`src/rtl/dyn_add_pkg.sv`:
```
// dyn_add_pkg: shared state encoding and width helpers for the variable-latency adder controller
package dyn_add_pkg;
   typedef enum logic [1:0] {IDLE, RUN, DONE} state_t;
   function automatic int cnt_w(input int n, input int k);
      return $clog2(n / k + 2);
   endfunction
   function automatic int len_w(input int n);
      return $clog2(n + 1);
   endfunction
endpackage

```
`src/rtl/carry_chain_len.sv`:
```
// carry_chain_len: longest run of consecutive ones in a vector, purely combinational
module carry_chain_len
   import dyn_add_pkg::*;
#(
   parameter int N = 16,
   localparam int LW = len_w(N)
) (
   input  logic [N-1:0]  v,
   output logic [LW-1:0] len
);
   logic [LW-1:0] run;
   always_comb begin
      run = '0;
      len = '0;
      for (int i = 0; i < N; i++) begin
         run = v[i] ? run + LW'(1) : '0;
         len = run > len ? run : len;
      end
   end
endmodule

```
`src/rtl/dyn_add_ctrl.sv`:
```
// dyn_add_ctrl: sequences a shared ripple-carry adder, waiting 1+floor(L/K) cycles
// where L is the longest propagate run of the accepted operands
module dyn_add_ctrl
   import dyn_add_pkg::*;
#(
   parameter int N = 16,
   parameter int K = 4,
   localparam int CW = cnt_w(N, K),
   localparam int LW = len_w(N)
) (
   input  logic          clk,
   input  logic          rst_n,
   input  logic          in_valid,
   output logic          in_ready,
   input  logic [N-1:0]  in_a,
   input  logic [N-1:0]  in_b,
   input  logic          in_cin,
   output logic [N-1:0]  rca_a,
   output logic [N-1:0]  rca_b,
   output logic          rca_cin,
   input  logic [N-1:0]  rca_s,
   input  logic          rca_cout,
   output logic          out_valid,
   input  logic          out_ready,
   output logic [N:0]    out_sum,
   output logic [CW-1:0] out_cycles
);
   state_t        state, nxt;
   logic [CW-1:0] cnt, w;
   logic [LW-1:0] run_len;
   logic          accept, capture;
   carry_chain_len #(.N(N)) u_len (.v(in_a ^ in_b), .len(run_len));
   assign w         = CW'(run_len / LW'(K)) + CW'(1);
   assign in_ready  = state == IDLE;
   assign out_valid = state == DONE;
   assign accept    = in_ready && in_valid;
   assign capture   = state == RUN && cnt == CW'(1);
   always_comb begin
      nxt = state;
      case (state)
         IDLE:    nxt = in_valid ? RUN : IDLE;
         RUN:     nxt = capture ? DONE : RUN;
         DONE:    nxt = out_ready ? IDLE : DONE;
         default: nxt = IDLE;
      endcase
   end
   always_ff @(posedge clk or negedge rst_n) begin
      if (!rst_n) begin
         state      <= IDLE;
         rca_a      <= '0;
         rca_b      <= '0;
         rca_cin    <= 1'b0;
         cnt        <= '0;
         out_sum    <= '0;
         out_cycles <= '0;
      end else begin
         state <= nxt;
         if (accept) begin
            rca_a      <= in_a;
            rca_b      <= in_b;
            rca_cin    <= in_cin;
            cnt        <= w;
            out_cycles <= w;
         end else if (state == RUN) begin
            cnt <= cnt - CW'(1);
         end
         if (capture) out_sum <= {rca_cout, rca_s};
      end
   end
endmodule

```
`config.mk`:
```
export PLATFORM = sky130hd
export DESIGN_NAME = dyn_add_ctrl
export DESIGN_NICKNAME = d
export VERILOG_FILES = /design/src/rtl/dyn_add_pkg.sv /design/src/rtl/carry_chain_len.sv /design/src/rtl/dyn_add_ctrl.sv
export SDC_FILE = /design/constraint.sdc
export NUM_CORES = 1
export LEC_CHECK = 0
export CAP_MARGIN = 20
export CORE_MARGIN = 2
export CORE_UTILIZATION = 31
export DETAILED_ROUTE_END_ITERATION = 7
export GPL_TIMING_DRIVEN = 0
export PLACE_DENSITY_LB_ADDON = 0.3
export SYNTH_ARGS = -nofsm -noshare
export SYNTH_HDL_FRONTEND = slang
export SYNTH_HIERARCHICAL = 1
export SYNTH_SLANG_ARGS = --single-unit
```
`constraint.sdc`:
```
create_clock -name clk -period 2.3 [get_ports clk]
set_input_delay 0.46 -clock clk [delete_from_list [all_inputs] [get_ports clk]]
set_output_delay 0.46 -clock clk [all_outputs]
set_load 0.05 [all_outputs]
```
==> flow_metrics.py <==
metrics = {
    "critical_path": {
        "slowest_stage": "ha_1",
        "cp-start-kind": "input port",
        "worstSetupPathType": "input port to register",
        "worst_ep_required_time_ps": 2510,
        "worstSetupEndpointType": "register",
        "critPathArrivalTime_ps": 19130,
        "reg2reg_from": "cnt[1]$_DFFE_PN0P_",
        "reg2regPathDepth": 6,
        "reg2reg_to": "out_sum[14]$_DFFE_PN0P_",
        "crit_fanout": 8,
        "cpPeakStageDelay_ps": 320,
        "r2r_setup_slack_ps": 540,
    },
    "route": {
        "drt-initial-drc-count": 392,
        "drc": 0,
        "antenna_left": 0,
        "first_pass_iters": 5,
        "vias": 6745,
        "wl_um": 21500,
        "via_per_inst": 5.29,
        "wl_per_cell_um": 16.9,
    },
    "timing": {
        "setup_viol": 6,
        "timing.final.ws_setup_ps": -16620,
        "final_hold_viol_count": 0,
        "tightestPinTransition_ps": 1050,
        "min_period_over_period_pct": 823,
        "rsz0062_at_grt": "yes",
        "fin_crit_ps": 18920,
        "fmax_mhz": 52.8,
        "clock_skew_ps": 5.85,
        "drv_slew": 0,
        "slew_headroom_pct": 29.4,
    },
    "synth": {
        "netlist_area_sq_mm": 0.00641,
        "syn_inst": 758,
        "syn_nets": 883,
        "ys_warn_count": 6,
        "avgSynthCellArea_sq_um": 8.46,
    },
    "clock_tree": {
        "cts_buffers": 9,
        "path_clk_slew_ps": 60,
        "clock-root-buffer": "clkbuf_16",
        "cts_hold_buffers": 0,
        "clkLatencyLatePin_ps": 330,
        "clockBufferDepth": 2,
        "htree_levels": 3,
        "cts_sinks": 58,
        "tritoncts": "done",
    },
    "floorplanning": {
        "core_sq_mm": 0.0203,
        "rows": 52,
        "io_pins": 109,
        "die_y_um": 148,
        "initial_core_util_pct": 31.6,
        "die_x_um": 148,
        "dieArea_sq_mm": 0.0219,
    },
    "global_route": {
        "grt_pass1_wl_um": 34400,
        "grt_use_total_pct": 19.3,
        "gr-total-overflow": 0,
        "grt_pass1_vias": 6821,
        "antenna_found_initial": 0,
        "grt_max_degree": 32,
    },
    "run_status": {
        "status": "complete, but fails checks",
        "violations": "negative setup slack",
    },
    "finish": {
        "n_antenna_cell": 0,
        "syn_to_final_growth_pct": 59.6,
        "layout-drive-gt1-share_pct": 39.3,
        "final_net_count": 1126,
    },
    "place": {
        "port_buffers": 108,
        "place_ws_ps": -18260,
        "dp_hpwl_um": 14800,
        "place_congestion": 0.830,
    },
    "flow_run": {
        "maxCapViolCount": 0,
    },
    "hold_path": {
        "holdCritPathClass": "input port to asynchronous set/reset pin",
    },
}
[area by class of cell]
cell class / instances / area (sq um)
Fill cell: 1859 / 10100
Multi-Input combinational cell: 622 / 5720
Timing Repair Buffer: 232 / 2030
Sequential cell: 58 / 1450
Tap cell: 270 / 338
Clock buffer: 10 / 239
Buffer: 27 / 221
Inverter: 51 / 196
Clock inverter: 6 / 42.5
[placed cells by master (no fill, tap or decap), types with 9 or more instances in the layout]
master           instances
mux2_2                  54
nand2_1                 61
clkdlybuf4s50_1         99
nor2b_1                 11
buf_6                   11
o21a_1                  21
and3_1                  14
clkbuf_16                9
ha_4                    20
nand2b_1                 9
o21ai_0                 14
and2_1                  12
nand2_2                 10
a21oi_1                 19
buf_4                  121
nand3_1                 20
dfrtp_1                 58
nor3_1                  15
nor2_1                  39
a21o_1                  12
inv_1                   46
o21ai_2                 10
a21oi_2                 18
ha_1                    49
xor2_1                  14
[layer usage]
metal / track usage [%] / routed length [um]
met5: 0 / 0
met4: 6.48 / 568
met3: 3.80 / 1200
met2: 31.8 / 10100
met1: 25.4 / 9680
[timing repair]
item,in CTS,in global routing
resized for setup,104,70
pin swaps,77,75
buffers inserted,92,30
endpoints found under the setup margin,7,7
cloned,1,0
[flip-flops by register name, indices dropped and copies added, names as in the netlist]
name        cells
cnt             3
out_cycles      3
out_sum        17
rca_a          16
rca_b          16
rca_cin         1
state           2
[through the flow]
step	instances	setup TNS, ps	hold WS (ps)	utilization, %	instance area (sq um)
after floorplan	758	-92190	164	-	6830
after global placement	1136	-179080	488	40.6	8250
after detailed placement	1137	-108260	494	40.7	8260
after CTS	1246	-94330	183	47.7	9690
after global routing	1276	-103410	216	50.4	10200
final	1276	-98420	171	50.4	10200
[worst max-delay path, delay by kind of cell]
kind	cells	cell delay, ps
and+or+nand+nor	19	2280
AOI/OAI and AO/OA	60	9970
adders and majority gates	16	3940
muxes	1	300
xor gates and xnor gates	2	420
buffers and inverters	14	1710
[worst max path at each step]
stage                     depth (start not counted)  startpoint                  to
final                                           112     in_a[0]  cnt[2]$_DFFE_PN0P_
after global routing                            112     in_a[0]  cnt[2]$_DFFE_PN0P_
after CTS                                       108     in_a[0]  cnt[2]$_DFFE_PN0P_
after detailed placement                        109     in_a[0]  cnt[2]$_DFFE_PN0P_
after global placement                          106     in_a[2]  cnt[2]$_DFFE_PN0P_
after floorplan                                 106     in_a[0]  cnt[2]$_DFFE_PN0P_
Power is not shown: default switching activity piles up to over one toggle a cycle in this logic, so the estimate is an artifact.
